<file path="src/rtl/mdu_pkg.sv">
// mdu_pkg: shared definitions for the iterative multiply/divide unit.
//   mdu_op_t  : operation encodings as presented on the op port (op[0]=1 -> unsigned)
//   state_t   : sequencer states
//   mdu_cnt_w : width of the iteration counter, wide enough to hold WIDTH itself
package mdu_pkg;

    typedef enum logic [1:0] {
        MDU_MULT  = 2'b00,
        MDU_MULTU = 2'b01,
        MDU_DIV   = 2'b10,
        MDU_DIVU  = 2'b11
    } mdu_op_t;

    typedef enum logic [1:0] {
        S_IDLE = 2'b00,
        S_RUN  = 2'b01,
        S_DONE = 2'b10
    } state_t;

    function automatic int mdu_cnt_w(input int width);
        return $clog2(width) + 1;
    endfunction

endpackage

</file>
<file path="src/rtl/mdu_step.sv">
// mdu_step: one combinational iteration of the multiply/divide datapath.
// Configuration macro: MDU_DIV_EN (when undefined, no divider path is built).
// Ports:
//   is_div  in   1      select trial-subtract (divide) instead of add/shift (only with MDU_DIV_EN)
//   hi      in   WIDTH  upper accumulator (partial product / partial remainder)
//   lo      in   WIDTH  lower accumulator (multiplier bits / dividend bits + quotient)
//   opnd    in   WIDTH  multiplicand or divisor magnitude
//   hi_nxt  out  WIDTH  upper accumulator after this iteration
//   lo_nxt  out  WIDTH  lower accumulator after this iteration
module mdu_step #(
    parameter int WIDTH = 32
) (
`ifdef MDU_DIV_EN
    input  logic             is_div,
`endif
    input  logic [WIDTH-1:0] hi,
    input  logic [WIDTH-1:0] lo,
    input  logic [WIDTH-1:0] opnd,
    output logic [WIDTH-1:0] hi_nxt,
    output logic [WIDTH-1:0] lo_nxt
);

    logic [WIDTH:0]   sum;
`ifdef MDU_DIV_EN
    logic [WIDTH:0]   shl;
    logic [WIDTH+1:0] diff;
`endif

    always_comb begin
        // Shift-add: conditionally add multiplicand, then shift {carry,hi,lo} right one.
        sum    = {1'b0, hi} + (lo[0] ? {1'b0, opnd} : '0);
        hi_nxt = sum[WIDTH:1];
        lo_nxt = {sum[0], lo[WIDTH-1:1]};
`ifdef MDU_DIV_EN
        // Restoring divide: shift next dividend bit into remainder, trial-subtract.
        // The extra top bit of diff is the borrow; no borrow means quotient bit 1.
        shl  = {hi, lo[WIDTH-1]};
        diff = {1'b0, shl} - {2'b00, opnd};
        if (is_div) begin
            if (!diff[WIDTH+1]) begin
                hi_nxt = diff[WIDTH-1:0];
                lo_nxt = {lo[WIDTH-2:0], 1'b1};
            end else begin
                hi_nxt = shl[WIDTH-1:0];
                lo_nxt = {lo[WIDTH-2:0], 1'b0};
            end
        end
`endif
    end

endmodule

</file>
<file path="src/rtl/mult_div_unit.sv">
// mult_div_unit: iterative MIPS MULT/MULTU/DIV/DIVU unit with HI/LO result registers.
// Configuration macro: MDU_DIV_EN. When undefined, DIV/DIVU are accepted but answered
// by a done+ill pulse on the following cycle with hi/lo untouched.
// Ports:
//   clk    in   1      clock, rising edge
//   rst_n  in   1      synchronous active-low reset
//   start  in   1      request, accepted only in IDLE
//   op     in   2      00 MULT, 01 MULTU, 10 DIV, 11 DIVU
//   a      in   WIDTH  operand A (rs / dividend), latched at accept
//   b      in   WIDTH  operand B (rt / divisor), latched at accept
//   busy   out  1      high while an operation is iterating
//   done   out  1      one-cycle pulse, hi/lo valid from this cycle
//   dz     out  1      divide-by-zero flag of the last operation
//   ill    out  1      one-cycle pulse with done for an unsupported op
//   hi     out  WIDTH  HI register
//   lo     out  WIDTH  LO register
module mult_div_unit
    import mdu_pkg::*;
#(
    parameter int WIDTH = 32
) (
    input  logic             clk,
    input  logic             rst_n,
    input  logic             start,
    input  logic [1:0]       op,
    input  logic [WIDTH-1:0] a,
    input  logic [WIDTH-1:0] b,
    output logic             busy,
    output logic             done,
    output logic             dz,
    output logic             ill,
    output logic [WIDTH-1:0] hi,
    output logic [WIDTH-1:0] lo
);

    localparam int CW = mdu_cnt_w(WIDTH);

    state_t             state;
    logic [CW-1:0]      cnt;
    logic [WIDTH-1:0]   acc_hi, acc_lo, opnd;
    logic               neg_res;
`ifdef MDU_DIV_EN
    logic               is_div, neg_rem, div_zero;
    logic [WIDTH-1:0]   q_fix, r_fix;
`else
    logic               ill_pend;
`endif

    logic [WIDTH-1:0]   step_hi, step_lo;
    logic [WIDTH-1:0]   a_mag, b_mag;
    logic               op_signed, op_div, a_neg, b_neg;
    logic [2*WIDTH-1:0] prod_fix;

    always_comb begin
        op_signed = (op == MDU_MULT) || (op == MDU_DIV);
        op_div    = (op == MDU_DIV)  || (op == MDU_DIVU);
        a_neg     = op_signed && a[WIDTH-1];
        b_neg     = op_signed && b[WIDTH-1];
        a_mag     = a_neg ? -a : a;
        b_mag     = b_neg ? -b : b;
        prod_fix  = neg_res ? -{acc_hi, acc_lo} : {acc_hi, acc_lo};
`ifdef MDU_DIV_EN
        q_fix     = neg_res ? -acc_lo : acc_lo;
        r_fix     = neg_rem ? -acc_hi : acc_hi;
`endif
    end

    mdu_step #(.WIDTH(WIDTH)) u_step (
`ifdef MDU_DIV_EN
        .is_div (is_div),
`endif
        .hi     (acc_hi),
        .lo     (acc_lo),
        .opnd   (opnd),
        .hi_nxt (step_hi),
        .lo_nxt (step_lo)
    );

    always_ff @(posedge clk) begin
        if (!rst_n) begin
            state   <= S_IDLE;
            cnt     <= '0;
            acc_hi  <= '0;
            acc_lo  <= '0;
            opnd    <= '0;
            neg_res <= 1'b0;
`ifdef MDU_DIV_EN
            is_div   <= 1'b0;
            neg_rem  <= 1'b0;
            div_zero <= 1'b0;
`else
            ill_pend <= 1'b0;
`endif
            busy <= 1'b0;
            done <= 1'b0;
            dz   <= 1'b0;
            ill  <= 1'b0;
            hi   <= '0;
            lo   <= '0;
        end else begin
            done <= 1'b0;
            ill  <= 1'b0;
            // busy trails the state by one edge so it covers exactly the WIDTH iteration edges.
            busy <= (state == S_RUN);
            case (state)
                S_IDLE: begin
                    if (start) begin
                        dz      <= 1'b0;
                        acc_hi  <= '0;
                        acc_lo  <= a_mag;
                        opnd    <= b_mag;
                        cnt     <= CW'(WIDTH);
                        neg_res <= a_neg ^ b_neg;
`ifdef MDU_DIV_EN
                        is_div   <= op_div;
                        neg_rem  <= a_neg;
                        div_zero <= op_div && (b == '0);
                        state    <= S_RUN;
`else
                        ill_pend <= op_div;
                        state    <= op_div ? S_DONE : S_RUN;
`endif
                    end
                end
                S_RUN: begin
                    acc_hi <= step_hi;
                    acc_lo <= step_lo;
                    cnt    <= cnt - CW'(1);
                    if (cnt == CW'(1)) begin
                        state <= S_DONE;
                    end
                end
                S_DONE: begin
                    state <= S_IDLE;
                    done  <= 1'b1;
`ifdef MDU_DIV_EN
                    if (is_div) begin
                        // Divide by zero: r_fix restores the original dividend.
                        lo <= div_zero ? '1 : q_fix;
                        hi <= r_fix;
                        dz <= div_zero;
                    end else begin
                        {hi, lo} <= prod_fix;
                    end
`else
                    if (ill_pend) begin
                        ill <= 1'b1;
                    end else begin
                        {hi, lo} <= prod_fix;
                    end
`endif
                end
                default: state <= S_IDLE;
            endcase
        end
    end

endmodule

</file>
<file path="config.mk">
export PLATFORM = sky130hd
export DESIGN_NAME = mult_div_unit
export DESIGN_NICKNAME = d
export VERILOG_FILES = /design/src/rtl/mdu_pkg.sv /design/src/rtl/mdu_step.sv /design/src/rtl/mult_div_unit.sv
export SDC_FILE = /design/constraint.sdc
export NUM_CORES = 1
export LEC_CHECK = 0
export CORE_AREA = 2 2 185 187
export CTS_BUF_LIST = sky130_fd_sc_hd__clkbuf_2 sky130_fd_sc_hd__clkbuf_4 sky130_fd_sc_hd__clkbuf_8
export CTS_CLUSTER_DIAMETER = 150
export CTS_CLUSTER_SIZE = 8
export DETAILED_ROUTE_END_ITERATION = 12
export DIE_AREA = 0 0 187 189
export GPL_ROUTABILITY_DRIVEN = 0
export PLACE_DENSITY_LB_ADDON = 0.25
export SYNTH_ARGS = -nofsm -noshare
export SYNTH_HDL_FRONTEND = slang
export SYNTH_HIERARCHICAL = 1
export SYNTH_SLANG_ARGS = --single-unit
</file>
<file path="constraint.sdc">
create_clock -name clk -period 6.8 [get_ports clk]
set_input_delay 1.36 -clock clk [delete_from_list [all_inputs] [get_ports clk]]
set_output_delay 1.36 -clock clk [all_outputs]
set_load 0.005 [all_outputs]
</file>
==> reports/results.tsv <==
stage	metric	value	unit
run_status	status	completed	
routing	wl_per_cell	18.4	um
global_route	grt_antenna_before_repair	0	
routing	num_vias	11000	
sta	max_freq	281	MHz
final_layout	final_common_cell	dfxtp_1	
logic_synthesis	synth_edf_count	0	
floorplan	die_h	189	um
global_route	grtUsageTotal	20.0	%
sta	whs	0.457	ns
logic_synthesis	synth_nets	1547	
final_layout	diodes	0	
final_layout	stdcell_count	1949	
placement	portBuffers	135	
critical_path	crit_required	7.14	ns
critical_path	worst-r2r-cell-count	11	
routing	viasPerCell	5.65	
clocking	cts_resized	0	
global_route	grt_pass1_wl	57400	um
logic_synthesis	synth-seq-cells	173	
clocking	cts_htree_levels	4	
final_layout	drive_gt1_share	6.33	%
final_layout	nets	1595	
routing	route.antenna.remaining_nets	0	
floorplan	initial_core_util	34.8	%
global_route	grt-ovfl-total	0	
final_layout	stdcell_area	13400	sq um
power	internal-power	1.64	mW
sta	final.setup.tns	0	ns
global_route	globalRouteMet1Util	30.1	%
global_route	gr-usage-met2	28.8	%
sta	setup_viol	0	
final_layout	nFillCells	3400	
placement	place_area	13000	sq um
worst_hold_path	min_delay_path_depth	2	
clocking	insertion_delay	0.49	ns
clocking	cts.sinks	173	
sta	finalCriticalPeriod	3.56	ns
worst_hold_path	hold_end	lo[14]	
logic_synthesis	avgSynthCellArea	8.03	sq um
clocking	cts_buffer_depth	2	
routing	first_pass_iters	5	
critical_path	cp-end-kind	flip-flop	
power	seqPwrFrac	46.7	%
critical_path	startpoint_type	input pin	
floorplan	row_count	67	
final_layout	mostFrequentLayoutCells	dfxtp_1 (173), clkdlybuf4s50_1 (135), a21oi_1 (126)	
clocking	clkTransAtPathRegs	0.10	ns
power	swShare	33.5	%
clocking	clockRootBuffer	clkbuf_8	
power	p_per_area	184	nW/um^2
sta	hold_viol	0	
floorplan	coreArea	33300	sq um
clocking	postCtsSetupRepairBufs	0	
logic_synthesis	yosysSeqAreaShare	29.9	%
sta	drv_slew	0	
sta	relSlewSlack	37.0	%
logic_synthesis	synth_top_area_share	29.9	%
clocking	ctsHoldBuffers	0	
global_route	met3_usage	3.30	%
clocking	cts_tree	yes	
routing	remaining_drc_errors	0	
sta	worst_slew_pin_slew	0.942	ns
sta	fin_worst_skew	0.0245	ns
power	p_sw	825	uW
global_route	grt_pass1_vias	10100	
critical_path	cp_data_arrival_time	3.90	ns
routing	drtIter0Drc	1015	
critical_path	reg2reg_slack	3.34	ns
critical_path	path_class	input pin to flip-flop	
critical_path	reg2reg_to	acc_hi[23]	
flow_run	cap_violations	0	
logic_synthesis	synth_ff_type	dfxtp_1	
logic_synthesis	synth_top_area_cell	dfxtp_1	
critical_path	crit_fanout	10	
power	irDropWorstVdd	0.108	mV
power	pwr-share-clk	30.3	%
worst_hold_path	hp-class	flip-flop to flip-flop	
logic_synthesis	synth_area_leaders	dfxtp_1 (30%), a21oi_1 (5.5%), xor2_1 (4.6%)	
logic_synthesis	ys_warn_count	6	
power	comb_power_share	23.0	%
logic_synthesis	synth.distinct_cells	81	
worst_hold_path	hp-start	lo[14]	
floorplan	die_x	187	um
floorplan	boundaryPins	137	
final_layout	syn_to_final_growth	16.0	%
logic_synthesis	syn_area	11600	sq um
logic_synthesis	ys_async_sr_fraction	0	%
logic_synthesis	synthCells	1440	
floorplan	dieArea	35300	sq um
placement	hpwlAfterDp	26500	um
power	p_leak	4.86	nW
routing	totalWireLength	35800	um
global_route	grt.busiest_layer	met1	
global_route	grt_max_degree	72	
placement	dp.cells	1917	
critical_path	reg2reg_from	acc_lo[0]	
clocking	cts_inserted_buffers	17	
sta	period_share	52.4	%
sta	rsz0062_at_grt	false	
## cell type report
class	instances	area, sq um	area share (%)
multi-input combinational	1123	7450	55.5
sequential	173	3460	25.8
timing repair buffer	149	1460	10.9
tap	448	561	4.18
clock buffer	20	263	1.96
clock inverter	12	129	0.961
inverter	24	91.3	0.681
## synthesized netlist by cell type, types with 27 or more instances
master	number
dfxtp_1	173
a21oi_1	126
nor2_1	122
nand2_1	86
clkbuf_1	79
o21ai_0	73
xor2_1	61
xnor2_1	58
a211oi_1	46
and2_1	40
ha_1	37
nor3_1	35
nand3_1	34
a22o_1	32
buf_4	32
nor4_1	27
o22ai_1	27
## registers in the layout, summed over array words and instances (netlist names)
signal    cells
acc_hi       32
acc_lo       32
busy          1
cnt           6
done          1
hi           32
ill           1
ill_pend      1
lo           32
neg_res       1
opnd         32
state         2
## per-stage QoR
| stage | total power [mW] | utilization, % | setup WS, ns |
|---|---|---|---|
| 2_1_floorplan | 1.53 | - | 3.73 |
| 3_3_place_gp | 1.73 | 39.1 | 2.84 |
| 3_5_place_dp | 1.74 | 39.1 | 2.72 |
| 4_1_cts | 2.48 | 40.3 | 3.24 |
| 5_1_grt | 2.59 | 40.3 | 2.92 |
| 6_report | 2.47 | 40.3 | 3.24 |
## routing by layer
layer	vias up	wire, um
met2	339	14800
li1	5464	-
met5	-	0
met1	5169	18300
met4	0	793
met3	42	2010
## cell families (layout without fill, tap and decap cells)
| family | Yosys count | after routing | share of synthesized area [%] |
|---|---|---|---|
| AO/OA/AOI/OAI | 462 | 462 | 26.7 |
| flip-flops | 173 | 173 | 29.9 |
| other | 1 | 1 | 0.0324 |
| adder cells (fa/ha/maj) | 38 | 38 | 4.18 |
| AND/OR/NAND/NOR | 488 | 488 | 23.0 |
| multiplexers | 15 | 15 | 1.32 |
| buffers and inverters | 144 | 205 | 5.77 |
| XOR/XNOR | 119 | 119 | 9.01 |
## worst max path at each step
stage,cells past startpoint,slack [ns],start,end
after global routing,7,2.92,b[4],opnd[28]
final,7,3.24,b[4],opnd[28]
after global placement,7,2.84,rst_n,hi[29]
after floorplan,6,3.73,b[26],opnd[30]
after detailed placement,7,2.72,b[4],opnd[28]
after CTS,7,3.24,b[4],opnd[28]
## worst max-delay path: stages
cell and delay [ns]:
clkdlybuf4s50_1 0.46, nor4_1 0.58, nand3_1 0.45, nor4_1 0.62, a211oi_1 0.15, a31oi_1 0.18
o22ai_1 0.09
## power by group through the flow
| stage | registers [mW] | clock network, mW | logic (mW) |
|---|---|---|---|
| floorplan | 1.15 | 0 | 0.380 |
| global placement | 1.17 | 0 | 0.558 |
| detailed placement | 1.17 | 0 | 0.564 |
| CTS | 1.15 | 0.763 | 0.566 |
| global route | 1.16 | 0.799 | 0.628 |
| finish | 1.15 | 0.748 | 0.567 |
Power figures use the tool's default switching activity.
